<file path="src/rtl/format_detector_multi.sv">
// VSYNC-period based NTSC/PAL detector: glitch rejection, multi-period agreement
// before lock or switch, and loss detection via a saturating period counter.
module format_detector_multi #(
  parameter int unsigned CNT_W      = 22,
  parameter int unsigned THRESHOLD  = 1_833_333,
  parameter int unsigned MIN_PERIOD = 1_000_000,
  parameter int unsigned TIMEOUT    = 4_000_000,
  parameter int unsigned NUM_AGREE  = 3,
  parameter int unsigned EDGE_POL   = 0
) (
  input  logic             clk_in,
  input  logic             rst,
  input  logic             vsync_in,
  output logic             format_valid,
  output logic             format_type,
  output logic             format_changed,
  output logic             signal_lost,
  output logic [CNT_W-1:0] period_out,
  output logic             period_strobe
);

  localparam int unsigned AGREE_W = 4;
  localparam logic [CNT_W-1:0]   THR_C   = CNT_W'(THRESHOLD);
  localparam logic [CNT_W-1:0]   MIN_C   = CNT_W'(MIN_PERIOD);
  localparam logic [CNT_W-1:0]   TMO_C   = CNT_W'(TIMEOUT);
  localparam logic [AGREE_W-1:0] AGREE_C = AGREE_W'(NUM_AGREE);
  localparam logic               POL_C   = 1'(EDGE_POL);
  localparam logic               FORMAT_NTSC = 1'b0;

  typedef enum logic [1:0] {
    IDLE,
    MEASURE,
    LOCKED
  } state_t;

  state_t             state;
  logic               vsync_prev;
  logic [CNT_W-1:0]   cnt;
  logic               prev_class;
  logic [AGREE_W-1:0] agree_cnt;
  logic [AGREE_W-1:0] mismatch_cnt;

  logic               edge_det;
  logic               timeout_evt;
  logic               glitch;
  logic               cls;
  logic [AGREE_W-1:0] agree_next;
  logic [AGREE_W-1:0] mismatch_next;

  // Timeout fires once per loss: while signal_lost is high the saturated counter
  // must not keep re-firing, otherwise IDLE could never accept its first edge.
  always_comb begin
    edge_det      = 1'b0;
    timeout_evt   = 1'b0;
    glitch        = 1'b0;
    cls           = FORMAT_NTSC;
    agree_next    = AGREE_W'(1);
    mismatch_next = mismatch_cnt + AGREE_W'(1);
    if (POL_C) edge_det = !vsync_prev && vsync_in;
    else       edge_det = vsync_prev && !vsync_in;
    timeout_evt = (cnt == TMO_C) && !signal_lost;
    glitch      = cnt < MIN_C;
    cls         = cnt > THR_C;
    if (cls == prev_class) agree_next = agree_cnt + AGREE_W'(1);
  end

  always_ff @(posedge clk_in) begin
    if (rst) begin
      state          <= IDLE;
      vsync_prev     <= POL_C;
      cnt            <= '0;
      prev_class     <= FORMAT_NTSC;
      agree_cnt      <= '0;
      mismatch_cnt   <= '0;
      format_valid   <= 1'b0;
      format_type    <= FORMAT_NTSC;
      format_changed <= 1'b0;
      signal_lost    <= 1'b0;
      period_out     <= '0;
      period_strobe  <= 1'b0;
    end else begin
      vsync_prev     <= vsync_in;
      period_strobe  <= 1'b0;
      format_changed <= 1'b0;
      if (cnt != TMO_C) cnt <= cnt + CNT_W'(1);

      if (timeout_evt) begin
        // Edge coinciding with timeout is dropped; format_type is retained.
        state        <= IDLE;
        format_valid <= 1'b0;
        signal_lost  <= 1'b1;
        agree_cnt    <= '0;
        mismatch_cnt <= '0;
      end else if (edge_det) begin
        case (state)
          IDLE: begin
            cnt         <= CNT_W'(1);
            signal_lost <= 1'b0;
            agree_cnt   <= '0;
            state       <= MEASURE;
          end
          MEASURE: begin
            if (!glitch) begin
              cnt           <= CNT_W'(1);
              period_out    <= cnt;
              period_strobe <= 1'b1;
              prev_class    <= cls;
              if (agree_next >= AGREE_C) begin
                format_type  <= cls;
                format_valid <= 1'b1;
                agree_cnt    <= '0;
                mismatch_cnt <= '0;
                state        <= LOCKED;
              end else begin
                agree_cnt <= agree_next;
              end
            end
          end
          LOCKED: begin
            if (!glitch) begin
              cnt           <= CNT_W'(1);
              period_out    <= cnt;
              period_strobe <= 1'b1;
              if (cls == format_type) begin
                mismatch_cnt <= '0;
              end else if (mismatch_next >= AGREE_C) begin
                format_type    <= cls;
                format_changed <= 1'b1;
                mismatch_cnt   <= '0;
              end else begin
                mismatch_cnt <= mismatch_next;
              end
            end
          end
          default: state <= IDLE;
        endcase
      end
    end
  end

endmodule

</file>
<file path="config.mk">
export PLATFORM = sky130hd
export DESIGN_NAME = format_detector_multi
export DESIGN_NICKNAME = d
export VERILOG_FILES = /design/src/rtl/format_detector_multi.sv
export SDC_FILE = /design/constraint.sdc
export NUM_CORES = 1
export LEC_CHECK = 0
export ABC_CLOCK_PERIOD_IN_PS = 2800
export CAP_MARGIN = 20
export CORE_AREA = 3 3 87 89
export CTS_CLUSTER_SIZE = 30
export DETAILED_ROUTE_END_ITERATION = 10
export DIE_AREA = 0 0 90 92
export GPL_ROUTABILITY_DRIVEN = 0
export HOLD_SLACK_MARGIN = 0.15
export PLACE_DENSITY = 0.64
export SETUP_SLACK_MARGIN = 0.2
export SLEW_MARGIN = 30
export SYNTH_ARGS = -nofsm -noshare
export SYNTH_HDL_FRONTEND = slang
export SYNTH_SLANG_ARGS = --single-unit
</file>
<file path="constraint.sdc">
create_clock -name clk_in -period 2.8 [get_ports clk_in]
set_input_delay 0.84 -clock clk_in [delete_from_list [all_inputs] [get_ports clk_in]]
set_output_delay 0.84 -clock clk_in [all_outputs]
set_load 0.01 [all_outputs]
</file>
==> impl_metrics.yaml, run 1 <==
worst_hold_path:
  hp-class: "reg -> reg"
cells_and_area:
  antennaDiodeCount: 0
  post-route-cell-area_um2: 3730
  post_route_cells_drive_above_1_share: 0.108
  fillers: 646
  area.growth.synth_to_final_pct: 22.2
  multiInputGateArea_um2: 1700
  seqCellArea_um2: 1220
  design.final.nets: 388
logic_synthesis:
  area_fraction_in_compound_gates_after_synthesis: 0.0819
  netlist_instances: 342
  post_synth_num_cell_types: 60
  ys_ff_latch: 61
  synthTopCellsByArea: "sky130_fd_sc_hd__dfxtp_1 40%, sky130_fd_sc_hd__mux2i_1 8.2%, sky130_fd_sc_hd__nor2_1 6.8%"
  synth_top_family_by_area: "simple AND/OR/NAND/NOR gates"
  netlist_area_um2: 3060
  synth_edf_count: 0
  synth_top_flop_cell: "sky130_fd_sc_hd__dfxtp_1"
  synthMostInstantiatedCell: "sky130_fd_sc_hd__dfxtp_1"
  muxShareOfSynthArea: 0.0819
  post_synth.cell_area_avg_um2: 8.94
  synth-adder-area-share: 0.0409
  ys_seq_area_frac: 0.400
  synth-warning-count: 0
  synthArstFlopShare: 0
  synthXorXnorAreaFrac: 0.0684
  synthDominantCellAreaShare: 0.400
  post_synth_and_or_nand_nor_area_fraction: 0.282
  synth_common_cells: "61 x sky130_fd_sc_hd__dfxtp_1, 55 x sky130_fd_sc_hd__nor2_1, 25 x sky130_fd_sc_hd__mux2i_1"
  yosys.area.top_type: "sky130_fd_sc_hd__dfxtp_1"
  mappedNetlistNets: 355
timing:
  finalHoldViolations: 0
  report.final.setup_viol: 0
  fin_setup_tns_ns: 0
  achievable-frequency_mhz: 414
  grt_setup_unrepaired: "no"
  final_period_util: 0.862
  final_slew_violations: 0
  fin_skew_ns: 0.00979
  period_needed_ns: 2.41
  worstMarginPinSlew_ns: 0.528
  slew-limit-headroom: 0.646
power_and_ir_drop:
  power.static_leakage_nw: 1.34
  powerDensity_nw_per_um2: 513
  ir_drop_v: 0.000324
route:
  drt_drc: 0
  drt-pass1-iter-count: 4
  avg_wl_per_cell_um: 13.4
  drt_iter0_markers: 153
  ant_nets: 0
  vias: 2481
  totalWireLength_mm: 6.40
  viasPerCell: 5.21
die:
  placementRows: 30
  start_util: 0.447
  die_area_um2: 8280
  ios: 30
  floorplan.core_area_um2: 6830
  die_w_um: 90
  die-height_um: 92
place:
  portBuffers: 29
  dp_hpwl_mm: 4.68
  placed_area_um2: 3490
clock_network:
  post-cts-setup-buffer-count: 0
  buffer_levels_on_the_longest_clock_path: 2
  cts_buffers: 9
  tritoncts_clock_tree: "done"
  cts_htree_levels: 3
  clkSinkCount: 61
  cts.repair.resized: 0
  clk_root_buffer_cell: "sky130_fd_sc_hd__clkbuf_8"
  clock_latency_ns: 0.34
  cts_hold_buffers: 0
  clkTransAtPathRegs_ns: 0.07
critical_path:
  crit_arrival_ns: 2.66
  worst-path-max-fanout: 4
  setup.worst_path.start_class: "primary input"
  critPathCaptureType: "flop"
  critPathMaxStageDelay_ns: 0.43
  cpMaxStageDelayCell: "sky130_fd_sc_hd__clkdlybuf4s50_1"
  critical_path_required_ns: 3.04
  criticalPathCategory: "in -> reg"
  crit_chain: "clkdlybuf4s50_1 > nor2b_1 > nand3_2 > a2111oi_0 > a211oi_1 > and3_1 > a31o_1"
status:
  outcome: "finished clean"
global_route:
  gr-usage-all-layers: 0.166
  antenna_found_initial: 0
  number_of_global_route_vias_before_repair: 2404
  grt_use_met2: 0.237
  grt_first_pass_wirelength_mm: 11.2
  overflow: 0
  grt_util_met1: 0.232
  grt_start_max_net_pins: 22
  gr_busiest_metal: "met2"
  grt.met3_usage: 0.0345
job:
  max_cap_violations: 0
-- power by group --
group | internal [mW] | switching, mW
logic | 0.0301 | 0.0466
registers | 0.873 | 0.00538
clock network | 0.613 | 0.346
total | 1.52 | 0.398
-- path summary, 6_finish.rpt --
path	start	end	slack, ns	cells past startpoint
hold reg to reg	format_valid	format_valid	0.47	1
setup / recovery	vsync_in	state[1]	0.39	7
hold / removal	format_valid	format_valid	0.47	1
setup reg to reg	cnt[14]	mismatch_cnt[2]	0.46	7
-- routing by layer --
layer	wire length, um	vias to the layer above
met5	0	-
met2	2680	56
met1	3300	1142
li1	-	1266
met3	252	17
met4	172	0
-- area by class of cell --
| cell class | count | area share |
|---|---|---|
| Multi-Input combinational cell | 253 | 0.456 |
| Timing Repair Buffer | 42 | 0.111 |
| Sequential cell | 61 | 0.327 |
| Clock buffer | 10 | 0.0369 |
| Inverter | 8 | 0.00804 |
| Tap cell | 96 | 0.0322 |
| Clock inverter | 6 | 0.0295 |
-- through the flow --
step	util	worst slack (ns)	cells	hold slack (ns)	power, mW
3_5_place_dp	0.510	0.0530	460	0.455	0.975
5_1_grt	0.547	0.203	476	0.500	1.98
6_report	0.547	0.385	476	0.468	1.92
4_1_cts	0.547	0.420	476	0.472	1.94
3_3_place_gp	0.510	0.0778	460	0.447	0.974
2_1_floorplan	-	0.563	342	0.447	0.950
-- registers in the layout, indices dropped and copies added (netlist names) --
signal,flops
cnt,22
prev_class,1
format_type,1
period_strobe,1
format_valid,1
mismatch_cnt,4
vsync_prev,1
period_out,22
agree_cnt,4
state,2
format_changed,1
signal_lost,1
-- placed cells by master, fill, tap and decap left out, drive strengths merged, types with 13 or more instances in the layout --
| cell type | n |
|---|---|
| nand2 | 20 |
| dfxtp | 61 |
| buf | 13 |
| xor2 | 17 |
| mux2i | 25 |
| nor2 | 55 |
| nand3 | 13 |
| clkdlybuf4s50 | 29 |
| nand4 | 16 |
-- cells by family after synthesis --
| group | count (synthesis) |
|---|---|
| AND/OR/NAND/NOR | 159 |
| flip-flops | 61 |
| AO/OA/AOI/OAI | 36 |
| buffers and inverters | 28 |
| multiplexers | 25 |
| XOR/XNOR | 23 |
| adder cells (fa/ha/maj) | 10 |
-- critical path, delay by kind of cell --
| kind | cells | cell delay [ns] |
|---|---|---|
| compound gates | 3 | 0.75 |
| simple gates | 3 | 0.64 |
| buf+inv | 1 | 0.43 |
No activity file was read; power rests on OpenSTA's default activity.
==> run 2: changes to the inputs <==
--- a/config.mk
+++ b/config.mk
@@ -5,7 +5,7 @@
 export SDC_FILE = /design/constraint.sdc
 export NUM_CORES = 1
 export LEC_CHECK = 0
-export ABC_CLOCK_PERIOD_IN_PS = 2800
+export ABC_CLOCK_PERIOD_IN_PS = 2900
 export CAP_MARGIN = 20
 export CORE_AREA = 3 3 87 89
 export CTS_CLUSTER_SIZE = 30
@@ -13,6 +13,7 @@
 export DIE_AREA = 0 0 90 92
 export GPL_ROUTABILITY_DRIVEN = 0
 export HOLD_SLACK_MARGIN = 0.15
+export MAX_ROUTING_LAYER = met4
 export PLACE_DENSITY = 0.64
 export SETUP_SLACK_MARGIN = 0.2
 export SLEW_MARGIN = 30
==> constraint.sdc (replaced) <==
create_clock -name clk_in -period 2.9 [get_ports clk_in]
set_input_delay 0.87 -clock clk_in [delete_from_list [all_inputs] [get_ports clk_in]]
set_output_delay 0.87 -clock clk_in [all_outputs]
set_load 0.01 [all_outputs]
==> impl_metrics.yaml, run 2 (synthesized netlist as in run 1, its figures left out) <==
status:
  outcome: "finished clean"
cells_and_area:
  antennaDiodeCount: 0
  fraction_of_the_core_area_covered_by_cells_at_the_end_of_the_flow: 0.529
  mostFrequentLayoutCell: "sky130_fd_sc_hd__dfxtp_1"
  largest_registers: "cnt: 22 flops, period_out: 22 flops"
  post-route-cell-area_um2: 3620
  instances_no_fill: 471
  design.final.nets: 383
  layout.cells.most_common_list: "61 x sky130_fd_sc_hd__dfxtp_1, 55 x sky130_fd_sc_hd__nor2_1, 29 x sky130_fd_sc_hd__clkdlybuf4s50_1"
  area.growth.synth_to_final_pct: 18.3
  post_route_cells_drive_above_1_share: 0.0933
global_route:
  antenna_found_initial: 0
  grt_first_pass_wirelength_mm: 11.2
  overflow: 0
  gr-usage-all-layers: 0.170
  number_of_global_route_vias_before_repair: 2385
  grt_start_max_net_pins: 22
route:
  avg_wl_per_cell_um: 13.3
  ant_nets: 0
  totalWireLength_mm: 6.27
  drt_iter0_markers: 167
  vias: 2485
  drt_drc: 0
  viasPerCell: 5.28
  drt-pass1-iter-count: 4
critical_path:
  rrSetupSlack_ns: 0.60
  setup.worst_path.start_class: "primary input"
  critical_path_required_ns: 3.14
  criticalPathCategory: "in -> reg"
  critPathCaptureType: "flop"
  r2r_cell_count: 7
  worst_setup_path_startpoint: "vsync_in"
  r2r_start: "cnt[14]"
  worst-path-max-fanout: 6
  r2r-end: "mismatch_cnt[2]"
  crit_arrival_ns: 2.77
place:
  pre_cts_ws_ns: -0.0237
  placed_area_um2: 3420
  dp_hpwl_mm: 4.58
  portBuffers: 29
  placed_cells: 455
die:
  floorplan.core_area_um2: 6830
  die_area_um2: 8280
  ios: 30
  die_w_um: 90
  placementRows: 30
  start_util: 0.447
  die-height_um: 92
power_and_ir_drop:
  power.static_leakage_nw: 1.30
  internal_power_mw: 1.29
  powerDensity_nw_per_um2: 456
  p_total_mw: 1.65
  power_switching_mw: 0.365
  clockPowerShare: 0.443
  comb_power_share: 0.043
  ir_drop_v: 0.000236
  seq_power_share: 0.515
  switching_share: 0.221
timing:
  grt_setup_unrepaired: "no"
  fin_skew_ns: 0.0116
  final_period_util: 0.873
  period_needed_ns: 2.53
  report.final.setup_viol: 0
  final_slew_violations: 0
  slew-limit-headroom: 0.446
  final_critical_path_setup_slack_ns: 0.369
  worstMarginPinSlew_ns: 0.823
  finalHoldViolations: 0
  achievable-frequency_mhz: 395
clock_network:
  buffer_levels_on_the_longest_clock_path: 2
  clock_latency_ns: 0.34
  cts_buffers: 9
  clk_root_buffer_cell: "sky130_fd_sc_hd__clkbuf_8"
  tritoncts_clock_tree: "done"
  clkSinkCount: 61
  cts_htree_levels: 3
  clkTransAtPathRegs_ns: 0.07
worst_hold_path:
  min_from: "format_valid"
  whs_endpoint: "format_valid"
  hp-class: "reg -> reg"
  min_delay_path_depth: 1
job:
  max_cap_violations: 0
==> run 2: changes by cell type in the layout (fill, tap and decap cells not counted), sizes merged <==
| cell | before | now |
|---|---|---|
| clkbuf | 10 | 11 |
| clkinv | 1 | 4 |
| clkinvlp | 2 | 0 |
| buf | 13 | 8 |
| bufinv | 3 | 1 |
==> run 2: stage by stage <==
step | hold slack, ns | setup TNS [ns]
2_1_floorplan | 0.447 | 0
3_3_place_gp | 0.450 | 0
3_5_place_dp | 0.454 | -0.0237
4_1_cts | 0.470 | 0
5_1_grt | 0.497 | 0
6_report | 0.466 | 0
==> run 2: critical path, cell delays in order <==
cell                              delay (ns)
sky130_fd_sc_hd__clkdlybuf4s50_1        0.41
sky130_fd_sc_hd__nor2b_1                0.30
sky130_fd_sc_hd__nand2b_1               0.20
sky130_fd_sc_hd__a2111oi_1              0.45
sky130_fd_sc_hd__a211oi_1               0.17
sky130_fd_sc_hd__and3_1                 0.20
sky130_fd_sc_hd__a31o_1                 0.17
==> run 2: repair_timing <==
item                                    CTS  global route
buffers inserted                          0             0
gates resized for setup                   0             1
endpoints found under the setup margin    0             1
hold endpoints to repair                  0             0
hold buffers                              0             0
==> run 2: how the worst max path moves through the flow <==
| stage | end | depth (start not counted) |
|---|---|---|
| 5_1_grt | state[1] | 7 |
| 4_1_cts | state[1] | 7 |
| 3_3_place_gp | state[1] | 7 |
| 6_report | state[1] | 7 |
| 2_1_floorplan | state[1] | 6 |
| 3_5_place_dp | state[1] | 7 |
==> run 2: power by group through the flow <==
stage / Combinational [mW] / Sequential [mW] / Clock [mW]
2_1_floorplan: 0.0507 / 0.867 / 0
3_3_place_gp: 0.0697 / 0.868 / 0
3_5_place_dp: 0.0706 / 0.868 / 0
4_1_cts: 0.0712 / 0.849 / 0.756
5_1_grt: 0.0793 / 0.849 / 0.795
6_report: 0.0703 / 0.849 / 0.730
==> run 2: cell type report <==
| type | instances | area (um^2) |
|---|---|---|
| inverter | 8 | 30.0 |
| clock buffer | 11 | 141 |
| fill | 678 | 3210 |
| clock inverter | 5 | 50.0 |
| sequential | 61 | 1220 |
| tap | 96 | 120 |
| multi-input combinational | 253 | 1700 |
| timing repair buffer | 37 | 350 |
==> run 2: metal layers <==
| metal | up-vias | track usage | share of wire |
|---|---|---|---|
| li1 | 1253 | - | - |
| met1 | 1167 | 0.214 | 0.50 |
| met2 | 55 | 0.256 | 0.44 |
| met3 | 10 | 0.0476 | 0.049 |
| met4 | 0 | 0.0740 | 0.016 |
| met5 | - | - | 0 |
